===== config.mk =====
export PLATFORM = sky130hd
export DESIGN_NAME = addsub_seq_ctrl
export DESIGN_NICKNAME = d
export VERILOG_FILES = /design/src/rtl/addsub_pkg.sv /design/src/rtl/add8_unit.sv /design/src/rtl/addsub_seq_ctrl.sv
export SDC_FILE = /design/constraint.sdc
export NUM_CORES = 1
export LEC_CHECK = 0
export CAP_MARGIN = 5
export CORE_ASPECT_RATIO = 1.75
export CORE_UTILIZATION = 51
export DETAILED_ROUTE_END_ITERATION = 8
export PLACE_DENSITY = 0.88
export REMOVE_ABC_BUFFERS = 1
export SLEW_MARGIN = 40
export SYNTH_ARGS = -nofsm -noshare
export SYNTH_HDL_FRONTEND = slang
export SYNTH_SLANG_ARGS = --single-unit
export TNS_END_PERCENT = 5

===== constraint.sdc =====
create_clock -name clk -period 6.4 [get_ports clk]
set_input_delay 0.64 -clock clk [delete_from_list [all_inputs] [get_ports clk]]
set_output_delay 0.64 -clock clk [all_outputs]
set_load 0.05 [all_outputs]

===== src/rtl/addsub_pkg.sv =====
// +------------------------------------------------------------------------+
// | addsub_pkg: shared state encoding, opcodes and size limits for the     |
// | byte-serial add/sub sequencer.                       Rev 1.0           |
// +------------------------------------------------------------------------+
`default_nettype none

package addsub_pkg;

  localparam int NBYTE_MIN = 2;
  localparam int NBYTE_MAX = 16;

  localparam logic OP_ADD = 1'b0;
  localparam logic OP_SUB = 1'b1;

  typedef enum logic [1:0] {
    ST_IDLE = 2'd0,
    ST_RUN  = 2'd1,
    ST_DONE = 2'd2
  } state_e;

endpackage : addsub_pkg

`default_nettype wire


===== src/rtl/add8_unit.sv =====
// +------------------------------------------------------------------------+
// | add8_unit: combinational 8-bit ripple-carry adder of full-adder cells, |
// | also exporting the carry into bit 7.                 Rev 1.0           |
// +------------------------------------------------------------------------+
`default_nettype none

module add8_unit (
  input  logic [7:0] x_i,
  input  logic [7:0] y_i,
  input  logic       ci_i,
  output logic [7:0] sum_o,
  output logic       co_o,
  output logic       c7_o
);

  logic [8:0] w_c;

  assign w_c[0] = ci_i;

  for (genvar gi = 0; gi < 8; gi++) begin : g_fa
    assign sum_o[gi]  = x_i[gi] ^ y_i[gi] ^ w_c[gi];
    assign w_c[gi+1]  = (x_i[gi] & y_i[gi]) | (w_c[gi] & (x_i[gi] ^ y_i[gi]));
  end

  assign co_o = w_c[8];
  assign c7_o = w_c[7];

endmodule : add8_unit

`default_nettype wire


===== src/rtl/addsub_seq_ctrl.sv =====
// +------------------------------------------------------------------------+
// | addsub_seq_ctrl: 8*NBYTE-bit add/sub run LSB-first through one shared  |
// | 8-bit adder. Optional signed overflow output under ADDSUB_OVF_EN.      |
// |                                                      Rev 1.0           |
// +------------------------------------------------------------------------+
`default_nettype none

module addsub_seq_ctrl
  import addsub_pkg::*;
#(
  parameter int NBYTE = 4  // legal NBYTE_MIN..NBYTE_MAX
) (
  input  logic               clk,
  input  logic               rst,
  input  logic               start_i,
  input  logic               op_i,
  input  logic [8*NBYTE-1:0] a_i,
  input  logic [8*NBYTE-1:0] b_i,
  output logic               busy_o,
  output logic               done_o,
  output logic [8*NBYTE-1:0] s_o,
  output logic               co_o
`ifdef ADDSUB_OVF_EN
 ,output logic               ovf_o
`endif
);

  localparam int W     = 8 * NBYTE;
  localparam int IDX_W = $clog2(NBYTE);
  localparam logic [IDX_W-1:0] IDX_LAST = IDX_W'(NBYTE - 1);

  state_e           state_q, state_d;
  logic [W-1:0]     ra_q, ra_d;
  logic [W-1:0]     rb_q, rb_d;
  logic [W-1:0]     s_q, s_d;
  logic             cy_q, cy_d;
  logic             co_q, co_d;
  logic [IDX_W-1:0] idx_q, idx_d;
`ifdef ADDSUB_OVF_EN
  logic             ovf_q, ovf_d;
`endif

  logic [7:0] w_x, w_y, w_sum;
  logic       w_co, w_c7;

  assign w_x = ra_q[{idx_q, 3'b000} +: 8];
  assign w_y = rb_q[{idx_q, 3'b000} +: 8];

  add8_unit u_add8 (
    .x_i   (w_x),
    .y_i   (w_y),
    .ci_i  (cy_q),
    .sum_o (w_sum),
    .co_o  (w_co),
    .c7_o  (w_c7)
  );

`ifndef ADDSUB_OVF_EN
  logic unused_c7;
  assign unused_c7 = w_c7;
`endif

  always_comb begin
    state_d = state_q;
    ra_d    = ra_q;
    rb_d    = rb_q;
    s_d     = s_q;
    cy_d    = cy_q;
    co_d    = co_q;
    idx_d   = idx_q;
`ifdef ADDSUB_OVF_EN
    ovf_d   = ovf_q;
`endif
    case (state_q)
      ST_IDLE: begin
        if (start_i) begin
          // Subtract is a + ~b + 1: invert b here, seed the carry with op.
          ra_d    = a_i;
          rb_d    = (op_i == OP_SUB) ? ~b_i : b_i;
          cy_d    = op_i;
          idx_d   = '0;
          s_d     = '0;
          co_d    = 1'b0;
`ifdef ADDSUB_OVF_EN
          ovf_d   = 1'b0;
`endif
          state_d = ST_RUN;
        end
      end
      ST_RUN: begin
        s_d[{idx_q, 3'b000} +: 8] = w_sum;
        cy_d  = w_co;
        idx_d = idx_q + 1'b1;
        if (idx_q == IDX_LAST) begin
          co_d    = w_co;
`ifdef ADDSUB_OVF_EN
          ovf_d   = w_c7 ^ w_co;
`endif
          idx_d   = '0;
          state_d = ST_DONE;
        end
      end
      ST_DONE: state_d = ST_IDLE;
      default: state_d = ST_IDLE;
    endcase
  end

  always_ff @(posedge clk) begin
    if (rst) begin
      state_q <= ST_IDLE;
      ra_q    <= '0;
      rb_q    <= '0;
      s_q     <= '0;
      cy_q    <= 1'b0;
      co_q    <= 1'b0;
      idx_q   <= '0;
`ifdef ADDSUB_OVF_EN
      ovf_q   <= 1'b0;
`endif
    end else begin
      state_q <= state_d;
      ra_q    <= ra_d;
      rb_q    <= rb_d;
      s_q     <= s_d;
      cy_q    <= cy_d;
      co_q    <= co_d;
      idx_q   <= idx_d;
`ifdef ADDSUB_OVF_EN
      ovf_q   <= ovf_d;
`endif
    end
  end

  assign busy_o = (state_q == ST_RUN) || (state_q == ST_DONE);
  assign done_o = (state_q == ST_DONE);
  assign s_o    = s_q;
  assign co_o   = co_q;
`ifdef ADDSUB_OVF_EN
  assign ovf_o  = ovf_q;
`endif

endmodule : addsub_seq_ctrl

`default_nettype wire


After elaboration in Yosys (flattened, before gate mapping)
Index checks and enable logic that the tools add are counted.

word-level totals
  bits in registers = 102
  output and inout bits = 35

operators by class
  add/sub/neg operators = 2
  equality and inequality tests = 5
  shifts and indexed selects = 4
  muxes and demuxes = 15
  bitwise gates (word level) = 41
  reductions and logical operators = 7

operators with widths
  operator                                                                count
  32-bit two-way mux                                                      2
  32-bit one-hot mux with 2 select lines                                  1
  32-bit by 6-bit variable part select with 8-bit output                  2
  32-bit bitwise mux                                                      1
  32-bit inverter                                                         1
  8-bit by 7-bit variable shift with 32-bit output, first input constant  1
  8-bit by 7-bit variable part select with 32-bit output                  1
  1-bit AND                                                               16
  1-bit bitwise XOR                                                       16
  2-bit two-way mux                                                       4
  1-bit OR                                                                8
  2-bit one-hot mux with 2 select lines                                   2
  5-bit negation with 7-bit output                                        1
  2-bit AND reduction                                                     3
  2-bit == test, second input constant                                    2
  2-bit != test, second input constant                                    2
  1-bit one-hot mux with 2 select lines                                   2
  1-bit two-way mux                                                       3
  3-bit AND reduction                                                     1
  2-bit by 1-bit adder with 2-bit output, second input constant           1
  2-bit by 1-bit == test with 1-bit output, second input constant         1
  2-bit logical NOT                                                       1
  2-bit nonzero test                                                      1
  1-bit logical OR                                                        1

Logic depth before layout (Yosys ltp)
  word-level depth = 20
  gate-level depth with buffers = 18

Cells and area by module
Synthesis repeated with hierarchy kept, for this count alone.

unflattened totals
  cells, all modules = 555
  area total of the unflattened synthesis = 5233.8 µm²

modules (own cells, without submodules)
  module           instances  cells each  area each (µm²)  sequential area each (µm²)
  addsub_seq_ctrl  1          537         5036.1           2042.0
  add8_unit        1          18          197.7            0.0

Least setup slack after synthesis
No wires, ideal clock.

  kind = register to register
  start = register idx_q[0]
  end = register s_q[15] (netlist: s_o[15])
  setup time = 0.122 ns
  data arrival time = 4.335 ns
  required time = 6.278 ns
  setup slack = 1.944 ns
  stages on the path, launching flop included = 19
  buffers on the path = 2
  clock period less this slack = 4.456 ns
  cell sequence = dfxtp_1 -> buf_4 -> buf_6 -> mux4_2 -> inv_1 -> fa_1 -> fa_1 -> fa_1 -> fa_1 -> fa_1 -> inv_1 -> fa_1 -> inv_1 -> fa_1 -> inv_1 -> fa_1 -> and3_1 -> nand4_1 -> a21oi_1

between the ends
  word-level cells in the longest chain between the ends = 20
  elaborated cells on any way between the ends = 44
  classes of those cells = add/sub: 1; shift: 4; mux: 2; bitwise: 37

RTL lines
  element                                                                    line                                          source
  start: declaration                                                         addsub_seq_ctrl.sv:38                         logic [IDX_W-1:0] idx_q, idx_d;
  start signal: assignment                                                   addsub_seq_ctrl.sv:127                        idx_q <= idx_d;
  32-bit by 6-bit variable part select with 8-bit output (on tied branches)  addsub_seq_ctrl.sv:46, addsub_seq_ctrl.sv:47
  1-bit bitwise XOR                                                          add8_unit.sv:21, add8_unit.sv:22
  1-bit AND                                                                  add8_unit.sv:22                               assign w_c[gi+1] = (x_i[gi] & y_i[gi]) | (w_c[gi] & (x_i[gi] ^ y_i[gi]));
  1-bit OR                                                                   add8_unit.sv:22
  1-bit AND                                                                  add8_unit.sv:22
  1-bit OR                                                                   add8_unit.sv:22
  1-bit AND                                                                  add8_unit.sv:22
  1-bit OR                                                                   add8_unit.sv:22
  [... 4 more ...]                                                           n/a
  1-bit AND                                                                  add8_unit.sv:22
  1-bit OR                                                                   add8_unit.sv:22
  1-bit AND                                                                  add8_unit.sv:22
  1-bit OR                                                                   add8_unit.sv:22
  1-bit bitwise XOR                                                          add8_unit.sv:21                               assign sum_o[gi] = x_i[gi] ^ y_i[gi] ^ w_c[gi];
  8-bit by 7-bit variable part select with 32-bit output                     addsub_seq_ctrl.sv:91                         s_d[{idx_q, 3'b000} +: 8] = w_sum;
  32-bit bitwise mux (*)                                                     addsub_seq_ctrl.sv:91
  32-bit one-hot mux with 2 select lines (*)                                 addsub_seq_ctrl.sv:74                         case (state_q)
  end signal: assignment                                                     addsub_seq_ctrl.sv:113                        s_q <= '0;
  end signal: assignment                                                     addsub_seq_ctrl.sv:124                        s_q <= s_d;
  end: declaration                                                           addsub_seq_ctrl.sv:35                         logic [W-1:0] s_q, s_d;

Mark *: on every way between the ends. The rest lies on a longest branch, timed or not.
A chain may end at the register's enable or synchronous reset.

Worst setup path in the final report
Ends and elaborated chain as after synthesis.

==> metrics list <==
- At the worst endpoint, the arrival time is 4.97 ns.
- The cell count after synthesis came out at 548.
* Final hold violation count: 0
* Dominant synthesized flop cell: sky130_fd_sc_hd__dfxtp_1
- Period utilisation layout: 74.5%
- Final setup vio count: 0
* Via count of the first global-routing pass: 4,276
* Initial drt markers: 314
- Antenna violations before repair: 0
- The path class of the tightest hold or removal check is reg -> reg.
* Static leakage power: 2.23 nW
* Type of origin of the critical path: flop
- After floorplanning, the core was divided into 47 placement rows.
- In this run the standard cell core region covers 9590 sq um.
- The critical path contains buffers and inverters numbering 4 combined.
* Global routing usage summed across all routing layers: 24.7%
* Congestion Overflow GR: 0
- The initial utilization of the core area, before any placement, comes to 53.0%.
* Routed len/inst: 16.1 um
- Share of post-route cells with drive strength above 1: 7.73%
- In this run, placement finished with an instance count of 727.
- Area growth from synthesis to layout: 25.1%
* Setup_tns: 0 ns
- Most frequent cell after synthesis: sky130_fd_sc_hd__dfxtp_1
- TritonCTS built the clock tree.
* Number of instances resized during post-cts repair: 0
* Area fraction of the dominant cell type after synthesis: 40.2%
- Drt via density: 5.62
- Share of synthesized area occupied by flip-flops and latches: 40.2%
* Warnings from Yosys: 0
- The run finished with clean final reports.
- The root buffer cell chosen for the clock tree is sky130_fd_sc_hd__clkbuf_16.
* Critical-path cell with the highest stage delay: sky130_fd_sc_hd__dfxtp_1
* Worst clock skew: 0.00570 ns
- Die Span X: 77.5 um
- Traced cell by cell, the critical path runs through mux4_2 -> inv_1 -> fa_1 -> fa_1 -> fa_1 -> fa_1 -> fa_1 -> inv_1 -> fa_1 -> inv_1 -> fa_1 -> inv_1 -> fa_1 -> and3_1 -> nand4_1 -> a21oi_1.
- For this run, the number of standard cells in the final layout without fillers is 743.
* Detailed placer's ending HPWL: 8610 um
* Number of clock sinks seen by CTS: 102
- Across the VDD grid, the largest voltage drop is 161 uV.
* Hold buffers post-CTS: 0
- After layout, the design draws a total of 0.00155 W.
- Number of nets in the finished design: 700
- Pin count of the biggest net entering global routing: 113
* Maxcap violations: 0
- For this run, design rule violations remaining after detail routing come to 0.
- The max-slew violation total from the final report was 0.
* Clock transition at the register clock pins on the worst setup and hold paths after CTS: 0.07 ns
- Post-synth top cells: 102 x sky130_fd_sc_hd__dfxtp_1, 68 x sky130_fd_sc_hd__nand2_1, 45 x sky130_fd_sc_hd__a21oi_1
- Sorting the synthesized cells by area gives the leading types as sky130_fd_sc_hd__dfxtp_1 40%, sky130_fd_sc_hd__mux4_2 7.1%, sky130_fd_sc_hd__xnor2_1 5.5%.
* WP data required: 6.60 ns
* Number of filler instances in the final layout: 748
* Setup repair after global routing missed its margin: false
- Synthesized area per cell: 9.28 sq um
- Final ANT Viol Nets: 0
- Remaining max-slew budget at the tightest pin: 45.6%
- Die Y-Extent: 134 um
- For this run, the top clock speed supported by timing is 0.210 GHz.
- Transition time at the pin with the least slew margin: 0.805 ns
- Yosys top cell by area: sky130_fd_sc_hd__dfxtp_1
* Start-to-end type of the worst setup path: reg -> reg
* FF+latch count, synth: 102
- Worst path most repeated cell: sky130_fd_sc_hd__fa_1
- At the end of routability-driven placement, the weighted congestion stood at 0.898.
- The worst setup path is captured at a flop.
- The synthesized design contains 0 enable-type register cells.
* Period minus WS final: 4.77 ns
* Post-synthesis cell type count: 40
- Category of cells accounting for the largest share of critical-path delay: adder cells
- IO Port Bufs: 102
- The mapped netlist covers 5080 sq um.
- Number of ports placed on the die boundary: 103
* Clk buf depth: 2
- The number of clock buffers added by TritonCTS is 9.
- At the later pin of the worst-skew pair, clock insertion delay measures 0.35 ns.
- Total Wirelength: 11,900 um
- In this run the power density over the cells is 244 nW/um^2.
- Vias after detailed routing: 4,177
- On the worst path, the slowest cell contributes a delay of 0.67 ns.
- The first global-routing pass estimated 19,800 um of wire.
- The number of antenna diodes in the final layout is 0.
- In this run the worst path has a maximum fanout of 9.
- Counting flops with an async set or reset pin after synthesis yields a share of 0%.
* Post-CTS Setup Bufs: 0
* First-pass DRT Iterations: 6
* Area of the die: 10,400 sq um
- In this run the number of H-tree levels came out at 3.
through the flow:
stage | worst slack [ns] | cell area (sq um) | utilization (%) | hold WS [ns]
floorplan | 1.57 | 4800 | - | 0.427
detailed placement | 1.62 | 6030 | 62.9 | 0.450
global placement | 1.73 | 5990 | 62.5 | 0.440
finish | 1.63 | 6360 | 66.4 | 0.458
global route | 1.30 | 6360 | 66.4 | 0.471
CTS | 1.60 | 6340 | 66.2 | 0.459
cells by family (layout without fill, tap and decap cells):
group / after synthesis / after routing / synth area share [%]
AOI/OAI and AO/OA: 108 / 108 / 13.1
xor gates and xnor gates: 32 / 32 / 5.51
adders and majority gates: 15 / 15 / 4.87
buffers and inverters: 70 / 143 / 7.11
DFF: 102 / 102 / 40.2
muxes: 32 / 32 / 10.7
and+or+nand+nor: 189 / 189 / 18.6
sequential cells by signal (all words and copies together), names as in the netlist:
name / flops
rb_q: 32
idx_q: 2
cy_q: 1
state_q: 2
ra_q: 32
co_o: 1
s_o: 32
where the power goes:
group	internal, W	switching (W)
Sequential	0.000673	0.0000224
Clock	0.000334	0.000229
Combinational	0.000136	0.000159
Total	0.00114	0.000410
layout by cell type, fill, tap and decap left out, types with 2 or more instances in the layout:
cell	n
sky130_fd_sc_hd__a211oi_1	32
sky130_fd_sc_hd__a21oi_1	45
sky130_fd_sc_hd__a32oi_1	2
sky130_fd_sc_hd__and3_1	4
sky130_fd_sc_hd__and3b_1	2
sky130_fd_sc_hd__buf_4	2
sky130_fd_sc_hd__buf_6	2
sky130_fd_sc_hd__clkbuf_16	9
sky130_fd_sc_hd__clkbuf_8	3
sky130_fd_sc_hd__clkdlybuf4s50_1	100
sky130_fd_sc_hd__dfxtp_1	102
sky130_fd_sc_hd__fa_1	8
sky130_fd_sc_hd__ha_1	7
sky130_fd_sc_hd__inv_1	21
sky130_fd_sc_hd__mux2_4	2
sky130_fd_sc_hd__mux2i_1	12
sky130_fd_sc_hd__mux4_2	16
sky130_fd_sc_hd__nand2_1	67
sky130_fd_sc_hd__nand2b_1	17
sky130_fd_sc_hd__nand3_1	11
sky130_fd_sc_hd__nand4_1	7
sky130_fd_sc_hd__nand4b_1	14
sky130_fd_sc_hd__nor2_1	44
sky130_fd_sc_hd__nor2b_1	12
sky130_fd_sc_hd__nor3_1	2
sky130_fd_sc_hd__nor4bb_1	2
sky130_fd_sc_hd__o21ai_0	13
sky130_fd_sc_hd__o21ai_1	6
sky130_fd_sc_hd__o31ai_1	6
sky130_fd_sc_hd__xnor2_1	32
worst paths after layout:
kind	startpoint	cells after the start	endpoint	slack, ns
worst max-delay path	idx_q[0]$_SDFFE_PP0P_	16	s_o[15]$_SDFFE_PP0P_	1.63
worst min-delay path	ra_q[0]$_SDFFE_PP0P_	2	ra_q[0]$_SDFFE_PP0P_	0.46
worst max register to register	idx_q[0]$_SDFFE_PP0P_	16	s_o[15]$_SDFFE_PP0P_	1.63
worst min register to register	ra_q[0]$_SDFFE_PP0P_	2	ra_q[0]$_SDFFE_PP0P_	0.46
area by class of cell:
| class | instances | area, sq um | share of cell area (%) |
|---|---|---|---|
| clock buffer | 13 | 270 | 4.25 |
| timing repair buffer | 107 | 1090 | 17.1 |
| clock inverter | 2 | 38.8 | 0.610 |
| inverter | 21 | 78.8 | 1.24 |
| multi-input combinational | 376 | 2690 | 42.3 |
| tap | 122 | 153 | 2.40 |
| sequential | 102 | 2040 | 32.1 |
routing by layer:
metal  wire length (um)  GRT usage, %
met5                  0             0
met4                658          17.0
met1               4230          25.3
met3                507          4.15
met2               6540          44.8
worst reg2reg max path, cell delays in order, from the launching register on:
cell	delay, ns
sky130_fd_sc_hd__dfxtp_1	0.67
sky130_fd_sc_hd__mux4_2	0.33
sky130_fd_sc_hd__inv_1	0.05
sky130_fd_sc_hd__fa_1	0.42
sky130_fd_sc_hd__fa_1	0.40
sky130_fd_sc_hd__fa_1	0.41
sky130_fd_sc_hd__fa_1	0.39
sky130_fd_sc_hd__fa_1	0.37
sky130_fd_sc_hd__inv_1	0.08
sky130_fd_sc_hd__fa_1	0.16
sky130_fd_sc_hd__inv_1	0.05
sky130_fd_sc_hd__fa_1	0.37
sky130_fd_sc_hd__inv_1	0.09
sky130_fd_sc_hd__fa_1	0.47
sky130_fd_sc_hd__and3_1	0.19
sky130_fd_sc_hd__nand4_1	0.08
sky130_fd_sc_hd__a21oi_1	0.08
(Power assumes the default switching activity.)
